### src/rtl/if_fetch_unit.sv
// rtl/if_fetch_unit.sv - instruction fetch front end with in-order response queue
module if_fetch_unit #(
    parameter int unsigned DEPTH    = 2,             // in-flight + queued capacity, power of two 2..8
    parameter logic [31:0] RESET_PC = 32'h0000_0000  // word aligned
) (
    input  logic        clk,
    input  logic        rst,
    input  logic [5:0]  stall,
    input  logic        ex_b_flag,
    input  logic [31:0] ex_b_addr,
    input  logic        id_b_flag,
    input  logic [31:0] id_b_addr,
    output logic        imem_req,
    output logic [31:0] imem_addr,
    input  logic        imem_gnt,
    input  logic        imem_rvalid,
    input  logic [31:0] imem_rdata,
    output logic [31:0] if_pc,
    output logic [31:0] if_inst
);

    localparam int unsigned PW  = $clog2(DEPTH);
    localparam int unsigned CW  = PW + 1;
    localparam logic [CW:0] CAP = DEPTH[CW:0];

    // Architectural fetch state
    logic [31:0]   fetch_pc_q, fetch_pc_d;
    logic [CW-1:0] outstanding_q, outstanding_d;
    logic [CW-1:0] drop_cnt_q, drop_cnt_d;
    logic [CW-1:0] count_q, count_d;

    // In-flight PC tracker: one entry per granted, not yet answered request
    logic [PW-1:0] trk_wr_q, trk_wr_d;
    logic [PW-1:0] trk_rd_q, trk_rd_d;
    logic [31:0]   trk_pc_q [DEPTH];

    // Output queue of {pc, inst} pairs
    logic [PW-1:0] q_wr_q, q_wr_d;
    logic [PW-1:0] q_rd_q, q_rd_d;
    logic [31:0]   q_pc_q   [DEPTH];
    logic [31:0]   q_inst_q [DEPTH];

    logic          redirect;
    logic [31:0]   redirect_pc;
    logic [CW:0]   occupancy;
    logic          has_room;
    logic          grant;
    logic          resp;
    logic          resp_keep;
    logic          pop;

    // Low address bits of redirect targets and the upper stall bits are not used by fetch
    logic          unused_bits;
    assign unused_bits = ^{stall[5:2], ex_b_addr[1:0], id_b_addr[1:0]};

    assign redirect    = ex_b_flag | id_b_flag;
    assign redirect_pc = ex_b_flag ? {ex_b_addr[31:2], 2'b00} : {id_b_addr[31:2], 2'b00};

    // Every in-flight request reserves a queue slot, so the queue can never overflow
    assign occupancy = {1'b0, outstanding_q} + {1'b0, count_q};
    assign has_room  = occupancy < CAP;

    assign imem_req  = !rst && !stall[0] && !redirect && has_room;
    assign imem_addr = fetch_pc_q;
    assign grant     = imem_req && imem_gnt;

    // A response with nothing outstanding (e.g. left over from before a reset) is ignored
    assign resp      = imem_rvalid && (outstanding_q != '0);
    assign resp_keep = resp && (drop_cnt_q == '0) && !redirect;
    assign pop       = (count_q != '0) && !stall[1] && !redirect;

    // Next fetch PC: redirect wins, otherwise advance on grant (wraps naturally at 2^32)
    always_comb begin
        fetch_pc_d = fetch_pc_q;
        if (redirect) begin
            fetch_pc_d = redirect_pc;
        end else if (grant) begin
            fetch_pc_d = fetch_pc_q + 32'd4;
        end
    end

    // In-flight bookkeeping: tracker pointers and outstanding count
    always_comb begin
        outstanding_d = outstanding_q;
        trk_wr_d      = trk_wr_q;
        trk_rd_d      = trk_rd_q;
        if (grant) begin
            trk_wr_d = trk_wr_q + 1'b1;
        end
        if (resp) begin
            trk_rd_d = trk_rd_q + 1'b1;
        end
        case ({grant, resp})
            2'b10:   outstanding_d = outstanding_q + 1'b1;
            2'b01:   outstanding_d = outstanding_q - 1'b1;
            default: outstanding_d = outstanding_q;
        endcase
    end

    // Stale-response counter. On a redirect every request still in flight after this
    // cycle is stale; that set already contains any drops pending from earlier redirects,
    // so back-to-back redirects accumulate without counting the same request twice.
    always_comb begin
        drop_cnt_d = drop_cnt_q;
        if (redirect) begin
            drop_cnt_d = outstanding_q - {{(CW-1){1'b0}}, resp};
        end else if (resp && (drop_cnt_q != '0)) begin
            drop_cnt_d = drop_cnt_q - 1'b1;
        end
    end

    // Output queue pointers and occupancy; a redirect empties it outright
    always_comb begin
        count_d = count_q;
        q_wr_d  = q_wr_q;
        q_rd_d  = q_rd_q;
        if (redirect) begin
            count_d = '0;
            q_wr_d  = '0;
            q_rd_d  = '0;
        end else begin
            if (resp_keep) begin
                q_wr_d = q_wr_q + 1'b1;
            end
            if (pop) begin
                q_rd_d = q_rd_q + 1'b1;
            end
            case ({resp_keep, pop})
                2'b10:   count_d = count_q + 1'b1;
                2'b01:   count_d = count_q - 1'b1;
                default: count_d = count_q;
            endcase
        end
    end

    // Control state registers with synchronous reset
    always_ff @(posedge clk) begin
        if (rst) begin
            fetch_pc_q    <= RESET_PC;
            outstanding_q <= '0;
            drop_cnt_q    <= '0;
            count_q       <= '0;
            trk_wr_q      <= '0;
            trk_rd_q      <= '0;
            q_wr_q        <= '0;
            q_rd_q        <= '0;
        end else begin
            fetch_pc_q    <= fetch_pc_d;
            outstanding_q <= outstanding_d;
            drop_cnt_q    <= drop_cnt_d;
            count_q       <= count_d;
            trk_wr_q      <= trk_wr_d;
            trk_rd_q      <= trk_rd_d;
            q_wr_q        <= q_wr_d;
            q_rd_q        <= q_rd_d;
        end
    end

    // Entry storage; contents are only meaningful behind the reset pointers
    always_ff @(posedge clk) begin
        if (grant) begin
            trk_pc_q[trk_wr_q] <= fetch_pc_q;
        end
        if (resp_keep) begin
            q_pc_q[q_wr_q]   <= trk_pc_q[trk_rd_q];
            q_inst_q[q_wr_q] <= imem_rdata;
        end
    end

    // Present the queue head, or a zero bubble when empty or in reset
    always_comb begin
        if_pc   = 32'h0;
        if_inst = 32'h0;
        if (!rst && (count_q != '0)) begin
            if_pc   = q_pc_q[q_rd_q];
            if_inst = q_inst_q[q_rd_q];
        end
    end

endmodule

### config.mk
export PLATFORM = sky130hd
export DESIGN_NAME = if_fetch_unit
export DESIGN_NICKNAME = d
export VERILOG_FILES = /design/src/rtl/if_fetch_unit.sv
export SDC_FILE = /design/constraint.sdc
export NUM_CORES = 1
export LEC_CHECK = 0
export ABC_CLOCK_PERIOD_IN_PS = 5030
export BUFFER_PORTS_ARGS = -buffer_cell sky130_fd_sc_hd__buf_2
export CAP_MARGIN = 20
export CELL_PAD_IN_SITES_DETAIL_PLACEMENT = 1
export CELL_PAD_IN_SITES_GLOBAL_PLACEMENT = 1
export CORE_MARGIN = 1.5
export CORE_UTILIZATION = 45
export CTS_BUF_LIST = sky130_fd_sc_hd__clkbuf_2
export CTS_CLUSTER_DIAMETER = 60
export DETAILED_ROUTE_END_ITERATION = 8
export GPL_TIMING_DRIVEN = 0
export PLACE_DENSITY = 0.81
export SYNTH_ARGS = -nofsm -noshare
export SYNTH_HDL_FRONTEND = slang
export SYNTH_SLANG_ARGS = --single-unit
export TNS_END_PERCENT = 50
### constraint.sdc
create_clock -name clk -period 5.03 [get_ports clk]
set_clock_uncertainty 0.2 [all_clocks]
set_input_delay 0.503 -clock clk [delete_from_list [all_inputs] [get_ports clk]]
set_output_delay 0.503 -clock clk [all_outputs]
set_load 0.05 [all_outputs]
==> flow_summary.toml <==
[status]
status = "complete, no violations"

[critical_path]
worst-setup-path-type = "flop to output pin"
worstSetupStartpoint = "count_q[0]$_SDFFE_PP0P_"
worst-path-max-fanout = 5
start_kind = "flop"
worst_ep_arrival_time_ps = 2940
endpoint_kind = "output pin"
regToRegStartpoint = "count_q[0]$_SDFFE_PP0P_"
critical_path_required_ps = 4330

[floorplan]
die_x_extent_um = 149
die_height_um = 149
num_io_pins = 205
fp.dieArea_um2 = 22100
fp.coreArea_um2 = 21000
placement_rows = 53
starting_density_of_the_core_pct = 45.6

[synth]
post_synth.cell_area_avg_um2 = 13.8
synth-edff-count = 184
synthArstFlopShare_pct = 0
synth-warning-count = 0
synthFlopType = "sky130_fd_sc_hd__edfxtp_1"
post_synth_num_cell_types = 62
synth-seq-area-share_pct = 66.6
synthesis_stage_register_bit_count = 226
syn-instance-count = 693
cell_area_after_synthesis_um2 = 9570

[pwr]
leakagePower_nw = 4.66
pwr_density_cell_nw_per_um2 = 293
max-vdd-ir-drop_v = 0.000109

[final_layout]
finish.net_count = 1155
final_common_cell = "sky130_fd_sc_hd__buf_2"
layout.filler_cells = 2223
area_growth_pct = 29.6
layout.cells.most_common_list = "194 x sky130_fd_sc_hd__buf_2, 184 x sky130_fd_sc_hd__edfxtp_1, 92 x sky130_fd_sc_hd__dlygate4sd3_1"
share_of_post_route_cells_with_drive_strength_above_1_pct = 31.4

[sta]
timing.final.hold_violations = 0
fin_crit_ps = 3640
slew-limit-headroom_pct = 32.0
period_share_pct = 72.4
maxSlewViolCount = 0
worstMarginPinSlew_ps = 1020
fmax_mhz = 274
rsz0062_at_grt = "no"
postLayoutSetupSlackWorst_ps = 1390
finalSetupViolCount = 0
fin_setup_tns_ps = 0
final.hold.worst_slack_ps = 32.3

[clocking]
max-clock-path-buffers = 3
cts_post_setup_buffers_inserted = 0
post_cts_resized = 0
clock-sinks = 226
clock-root-buffer = "sky130_fd_sc_hd__clkbuf_2"
htree_num_levels = 2
number_of_buffers_created_by_cts = 55
tritoncts = "built"
clock_latency_reported_for_the_late_side_of_the_worst_skew_pair_ps = 880
cts_hold_buf = 92
worst_setup_hold_path_clk_slew_ps = 100

[placed_design]
dp_hpwl_um = 18600
dp_worst_setup_slack_ps = 1410
buffer_ports.inserted = 191
routability_congestion = 0.849

[detailed_routing]
detailedRoute.firstIterationViolations = 383
routed-via-count = 7323
ant_nets = 0
firstDrtPassIters = 5
route.detailed.wl_per_inst_um = 21.0
wirelength_um = 28500
detail_route.vias_per_cell = 5.38
post_route_drc = 0

[grt]
groute.usage.overall_pct = 25.8
globalRouteOverflowTotal = 0
pin_count_of_the_biggest_net_entering_global_routing = 32
grt_antenna_before_repair = 1
via_count_of_the_first_global_routing_pass = 7951
global_route_wire_length_before_repair_um = 43300

[hold_path]
timing.hold.worst.start = "id_b_addr[25]"
hp-class = "input port to flop"

[job]
drv.max_cap_violation_count = 0
-- worst max-delay path, cell delays in order, from the launching register on --
cell and delay (ps):
sky130_fd_sc_hd__dfxtp_1 460, sky130_fd_sc_hd__and2_1 200, sky130_fd_sc_hd__fa_1 490, sky130_fd_sc_hd__or3_4 490
sky130_fd_sc_hd__nor2_1 190, sky130_fd_sc_hd__buf_2 300
-- power breakdown --
part	internal, W	switching [W]	leakage [nW]
sequential	0.00205	0.0000457	2.00
clock	0.000428	0.000745	0.372
combinational	0.000152	0.000212	2.28
total	0.00263	0.00100	4.66
-- metrics by stage --
stage	std cells	utilization (%)	area, um^2	total power, W
after floorplan	696	-	9580	0.00230
after global placement	1162	51.9	10900	0.00241
after detailed placement	1167	52.5	11000	0.00242
after CTS	1360	59.2	12400	0.00362
after global routing	1361	59.2	12400	0.00376
final	1361	59.2	12400	0.00363
-- per-layer routing --
layer	vias to the layer above	part of all wire [%]	track usage, %
met2	337	50	45.0
met3	83	7.2	6.30
met5	-	0	0
met1	3581	38	29.1
li1	3322	-	-
met4	0	4.5	14.3
-- layout make-up --
type,count,area (um^2),area share [%]
multi-input cells,420,3020,24.4
inverters,12,45.0,0.363
diodes,1,2.50,0.0202
flip-flops and latches,226,6370,51.3
clock buffers,80,400,3.23
clock inverters,21,82.6,0.666
repair buffers,288,1970,15.9
well taps,275,344,2.78
plain buffers,38,169,1.36
-- Yosys cell counts, drive strengths merged, types with 6 or more instances --
master  instances  area share [%]
xor2           10            0.92
o21ai          15            0.78
nor2           94             3.9
mux2           32             3.8
mux2i          68             7.1
o22ai          17             1.1
nand2          24            0.94
clkbuf         23            0.90
and2            6            0.39
a21oi          19            0.99
nor2b           7            0.48
xnor2          16             1.5
nor3           13            0.92
nand4           8            0.59
buf            15            0.86
edfxtp        184              58
a211oi         10            0.94
nand3          13            0.68
nor4            7             1.0
dfxtp          42             8.8
inv            10            0.39
-- kinds of logic (layout without fill, tap and decap cells) --
logic type,Yosys count,count (layout),share of synthesized area [%]
AO/OA/AOI/OAI,92,92,6.41
XOR/XNOR,26,26,2.38
adder cells (fa/ha/maj),6,6,0.863
buffers and inverters,50,439,2.24
flip-flops,226,226,66.6
multiplexers,100,100,10.9
other,1,5,0.0392
AND/OR/NAND/NOR,192,192,10.6
-- state kept, by name (all words and copies together), names as in the netlist, 2 cells and up, named ones only --
signal,cells
q_inst_q,64
q_pc_q,60
trk_pc_q,60
imem_addr,30
count_q,2
drop_cnt_q,2
outstanding_q,2
-- worst paths after layout --
path                                              endpoint  slack (ps)  depth (start not counted)
worst min register to register   trk_pc_q[0][11]$_DFFE_PP_         330                          0
worst max-delay path                              imem_req        1390                          5
worst max register to register    trk_pc_q[0][2]$_DFFE_PP_        1520                          6
worst min-delay path            imem_addr[25]$_SDFFE_PP0P_          30                          6
No activity file was read; power rests on OpenSTA's default activity.
